<file path="src/rtl/cu_wb.sv">
// cu_wb: control-unit write-back stage with load alignment/extension and fixed two-cycle commit latency
//   soc_clk, WB_reset (sync, active-high), WB_stall (freezes all state)
//   wb_start + MEM_data/alu_result/pc_plus4/addr_lo/funct3/wb_sel/rd : latched in IDLE
//   rf_we/rf_waddr/rf_wdata : register-file write, rf_we one cycle in COMMIT
//   wb_busy (not IDLE), wb_done (commit pulse), wb_trap (misaligned load)
//   Optional macro CU_WB_MISALIGN_TRAP_EN enables misaligned-load trapping; otherwise wb_trap is 0.
module cu_wb #(
   parameter int XLEN = 32
) (
   input  logic            soc_clk,
   input  logic            WB_reset,
   input  logic            WB_stall,
   input  logic            wb_start,
   input  logic [XLEN-1:0] MEM_data,
   input  logic [XLEN-1:0] alu_result,
   input  logic [XLEN-1:0] pc_plus4,
   input  logic [1:0]      addr_lo,
   input  logic [2:0]      funct3,
   input  logic [1:0]      wb_sel,
   input  logic [4:0]      rd,
   output logic            rf_we,
   output logic [4:0]      rf_waddr,
   output logic [XLEN-1:0] rf_wdata,
   output logic            wb_busy,
   output logic            wb_done,
   output logic            wb_trap
);
   localparam logic [1:0] IDLE   = 2'd0;
   localparam logic [1:0] FORMAT = 2'd1;
   localparam logic [1:0] COMMIT = 2'd2;
   logic [1:0]      state_q, state_d;
   logic [XLEN-1:0] mem_q, alu_q, pc_q, wdata_q, wdata_d;
   logic [1:0]      lo_q, sel_q;
   logic [2:0]      f3_q;
   logic [4:0]      rd_q, waddr_q;
   logic [7:0]      byte_v;
   logic [15:0]     half_v;
   logic [XLEN-1:0] load_v;
   logic            trap_c, commit;
   always_comb begin
      byte_v  = 8'(mem_q >> {lo_q, 3'b000});
      half_v  = 16'(mem_q >> {lo_q[1], 4'b0000});
      load_v  = f3_q == 3'b000 ? {{24{byte_v[7]}}, byte_v} :
                f3_q == 3'b001 ? {{16{half_v[15]}}, half_v} :
                f3_q == 3'b100 ? {24'd0, byte_v} :
                f3_q == 3'b101 ? {16'd0, half_v} : mem_q;
      wdata_d = sel_q == 2'b00 ? alu_q : sel_q == 2'b01 ? load_v : pc_q;
`ifdef CU_WB_MISALIGN_TRAP_EN
      // funct3[1:0]: 00 byte (never misaligned), 01 half, else word (undefined codes act as LW)
      trap_c  = sel_q == 2'b01 && (f3_q[1:0] == 2'b00 ? 1'b0 : f3_q[1:0] == 2'b01 ? lo_q[0] : |lo_q);
`else
      trap_c  = 1'b0;
`endif
      commit  = state_q == COMMIT && !WB_stall;
      rf_we   = commit && rd_q != 5'd0 && sel_q != 2'b11 && !trap_c;
      wb_done = commit;
      wb_trap = commit && trap_c;
      wb_busy = state_q != IDLE;
      state_d = state_q == IDLE ? (wb_start ? FORMAT : IDLE) : state_q == FORMAT ? COMMIT : IDLE;
   end
   always_ff @(posedge soc_clk) begin
      if (WB_reset) begin
         state_q <= IDLE;
         waddr_q <= '0;
         wdata_q <= '0;
         mem_q   <= '0;
         alu_q   <= '0;
         pc_q    <= '0;
         lo_q    <= '0;
         f3_q    <= '0;
         sel_q   <= '0;
         rd_q    <= '0;
      end else if (!WB_stall) begin
         state_q <= state_d;
         if (state_q == IDLE && wb_start) begin
            mem_q <= MEM_data;
            alu_q <= alu_result;
            pc_q  <= pc_plus4;
            lo_q  <= addr_lo;
            f3_q  <= funct3;
            sel_q <= wb_sel;
            rd_q  <= rd;
         end
         if (state_q == FORMAT) begin
            waddr_q <= rd_q;
            wdata_q <= wdata_d;
         end
      end
   end
   assign rf_waddr = waddr_q;
   assign rf_wdata = wdata_q;
endmodule
</file>
<file path="config.mk">
export PLATFORM = sky130hd
export DESIGN_NAME = cu_wb
export DESIGN_NICKNAME = d
export VERILOG_FILES = /design/src/rtl/cu_wb.sv
export SDC_FILE = /design/constraint.sdc
export NUM_CORES = 1
export LEC_CHECK = 0
export CAP_MARGIN = 20
export CORE_UTILIZATION = 30
export CTS_CLUSTER_SIZE = 24
export DETAILED_ROUTE_END_ITERATION = 7
export DONT_BUFFER_PORTS = 1
export SYNTH_ARGS = -nofsm -noshare
export SYNTH_HDL_FRONTEND = slang
export SYNTH_SLANG_ARGS = --single-unit
export TNS_END_PERCENT = 100
</file>
<file path="constraint.sdc">
create_clock -name soc_clk -period 2.59 [get_ports soc_clk]
set_clock_uncertainty 0.15 [all_clocks]
set_input_delay 0.777 -clock soc_clk [delete_from_list [all_inputs] [get_ports soc_clk]]
set_output_delay 0.777 -clock soc_clk [all_outputs]
set_load 0.02 [all_outputs]
</file>
==> results.md <==
- Max-slew violation count: 0
- CTS resizes: 0
- Share of cells above drive strength 1: 0.07161
- Yosys Warn Count: 0
- Synth Register Bits: between 100 and 150
- Routed len/inst: 18.67 µm
- Post-Synthesis Mean Instance Area: 7.833 µm²
- R2R cell count: 4
- Congestion Overflow GR: 0
- CTS H-tree lvls: 4
- Max VDD drop: 374.2 µV
- Final GP Congestion: 0.8444
- Final Total Pwr: 5381 µW
- CTS Buf Count: 17
- CTS sink count: ~150
- Min Clock Period, post-route: 2.298 ns
- P&R area growth vs syn: 12.99%
- Synthesized area: a little over 0.006 mm²
- Seq. cell area: between 0.002 and 0.003 mm²
- Status: finished, final reports clean
- Fillers: 2,106
- 1st-pass router iterations: 5
- Post-Synth XOR/XNOR Area: 0
- Clock latency on the worst-skew pair: 0.42 ns
- Die footprint: approximately 0.021 mm²
- Crit path launch type: flip-flop
- Clock-pin slew of the registers on the worst-case setup and hold paths: 0.06 ns
- Std-Cell Rows: 52
- 1st-iter DRT viols: 377
- Hold Path Stages: 1
- Worst-Margin Slew: 1.098 ns
- Residual DRC: 0
- Clock buffer depth: 2
- Syn nets: 904
- DPL Wire Length: 13,710 µm
- Largest net degree at the start of global routing: 151
- Crit path kind: flip-flop to output pin
- Kind of end point of the critical path: output pin
- Initial antenna violation count: 2
- Core area: a little over 0.02 mm²
- Main combinational cell family by area after synthesis: compound AO/OA/AOI/OAI gates
- Rel. slew slack: 0.2650
- CTS tree: done
- Vias: 5,401
- Synth Area in Compound Gates: 0.2297
- Final Setup Violations: 0
- Initial Util: 0.3066
- Period utilization: 0.8872
- Post-CTS Setup Bufs: 0
- Unrepaired setup endpoints after global routing: no
- Crit. Startpoint: sel_q[0]$_SDFFE_PP0P_
- First-pass GRT wire length: approximately 30,000 µm
- Routed Antenna Nets: 0
- Vias in the first global route: 5,096
- PwrDens: 767.7 mW/mm²
- Vias/cell: 5.193
- Mapped Cells: 792
- Flop-to-flop setup slack: 0.47 ns
- Die X-Extent: 145.8 µm
- Register area share after synthesis: 0.4744
- Setup_tns: 0 ns
- R2r startpoint: lo_q[0]$_SDFFE_PP0P_
- Number of distinct library cells after synthesis: 46
- WP data required: 1.66 ns
- I/O pin cnt: ~150
- CTS root buf: clkbuf_16
- Static Leakage: 0.002278 µW
- CP Max Fanout: 9
- Post-Synth Adder-Cell Area: 0
- Critical path data arrival time: 1.37 ns
- Nets: 868
- Max frequency: 435.2 MHz
- Post-CTS Hold Buffers: 0
- Post-synthesis simple-gate area fraction: 0.2233
- Hold Path Origin: WB_reset
- Die Y: between 100 and 150 µm
- Post-Route WL: 19,410 µm
- Area occupied by multi-input gates: around 0.003 mm²
- Hold/Removal Path Class: input pin to flip-flop
- GRT Overall Usage: 0.1855
- Max-Cap Viols: 0
- Final Hold Fails: 0
- Mux cell area share after synthesis: 0.01815
- PortBufs: 0
-- critical path, cell delays in order (launching register included) --
cell,delay [ns]
dfxtp_1,0.55
nand2_1,0.12
nand2_1,0.08
a21oi_1,0.04
buf_4,0.16
-- layout make-up --
cell class                      count  area share
Antenna cell                        2   0.0007140
Clock buffer                       19     0.06319
Clock inverter                     12     0.02249
Inverter                            2    0.001071
Multi-Input combinational cell    571      0.4190
Sequential cell                   147      0.4200
Tap cell                          270     0.04820
Timing Repair Buffer               17     0.02535
-- final timing paths --
kind / to
hold reg to reg: pc_q[25]$_SDFFE_PP0P_
setup reg to reg: rf_wdata[10]$_SDFFE_PP0P_
hold / removal: alu_q[13]$_SDFFE_PP0P_
setup / recovery: rf_we
-- where the power goes --
part / total, µW / internal, µW / switching, µW
Sequential: 2490 / 2370 / 121
Combinational: 377 / 142 / 235
Clock: 2520 / 1540 / 978
Total: 5380 / 4050 / 1330
-- cell families after synthesis --
group,after synthesis
AND/OR/NAND/NOR,332
AO/OA/AOI/OAI,228
multiplexers,10
other,1
flip-flops,147
buffers and inverters,74
-- flip-flops by register name (all words and copies together), names as in the netlist --
name and count:
rf_waddr 5, mem_q 32, f3_q 3, rf_wdata 32, sel_q 2, rd_q 5
lo_q 2, state_q 2, alu_q 32, pc_q 32
-- cell usage after synthesis, drive strengths merged --
master,n,area share
a2111oi,3,0.0052
a211o,1,0.0014
a211oi,2,0.0032
a21o,2,0.0024
a21oi,149,0.12
a221o,16,0.026
a221oi,3,0.0042
a222oi,4,0.0065
a22oi,1,0.0012
a311oi,20,0.028
a31o,1,0.0014
a41o,1,0.0016
and2,1,0.0010
and3b,2,0.0028
buf,37,0.031
clkbuf,35,0.021
conb,1,0.00060
dfxtp,147,0.47
inv,2,0.0012
mux2i,9,0.015
mux4,1,0.0036
nand2,240,0.15
nand2b,19,0.019
nand3,20,0.016
nand3b,2,0.0024
nor2,31,0.019
nor2b,3,0.0030
nor3,5,0.0040
nor3b,3,0.0036
nor4,1,0.0010
nor4b,1,0.0014
o2111ai,1,0.0014
o211ai,5,0.0061
o21ai,10,0.0081
o2bb2ai,8,0.011
o311ai,1,0.0014
or2,1,0.0010
or2b,1,0.0012
or3,1,0.0010
or3b,1,0.0014
-- placed cells by master, fill, tap and decap left out, types with 9 or more instances in the layout --
cell	netlist	final
a21oi_1	149	149
a221o_1	16	16
a311oi_1	20	20
buf_4	4	13
clkbuf_16	0	17
dfxtp_1	147	146
mux2i_1	9	9
nand2_1	240	240
nand2b_1	19	19
nand3_1	20	20
nor2_1	31	31
o21ai_0	9	9
-- layer usage --
metal | GRT usage | vias up | wire (µm)
met5 | 0 | - | 0
met4 | 0.08211 | 0 | 448
met3 | 0.07053 | 23 | 1648
met2 | 0.2627 | 156 | 8366
met1 | 0.2483 | 2544 | 8948
li1 | - | 2678 | -
-- metrics by stage --
step	instances	utilization	setup WS (ns)	area, µm²	hold WS (ns)
after CTS	1038	0.3462	0.2788	7004	0.2675
after detailed placement	1007	0.3165	0.3012	6404	0.2916
after floorplan	792	-	0.1007	6203	0.2812
after global placement	1007	0.3165	0.3179	6404	0.2877
after global routing	1039	0.3463	0.1627	7007	0.2602
final	1040	0.3464	0.2922	7009	0.2763
Note: power is estimated with default switching activity, not from simulation.
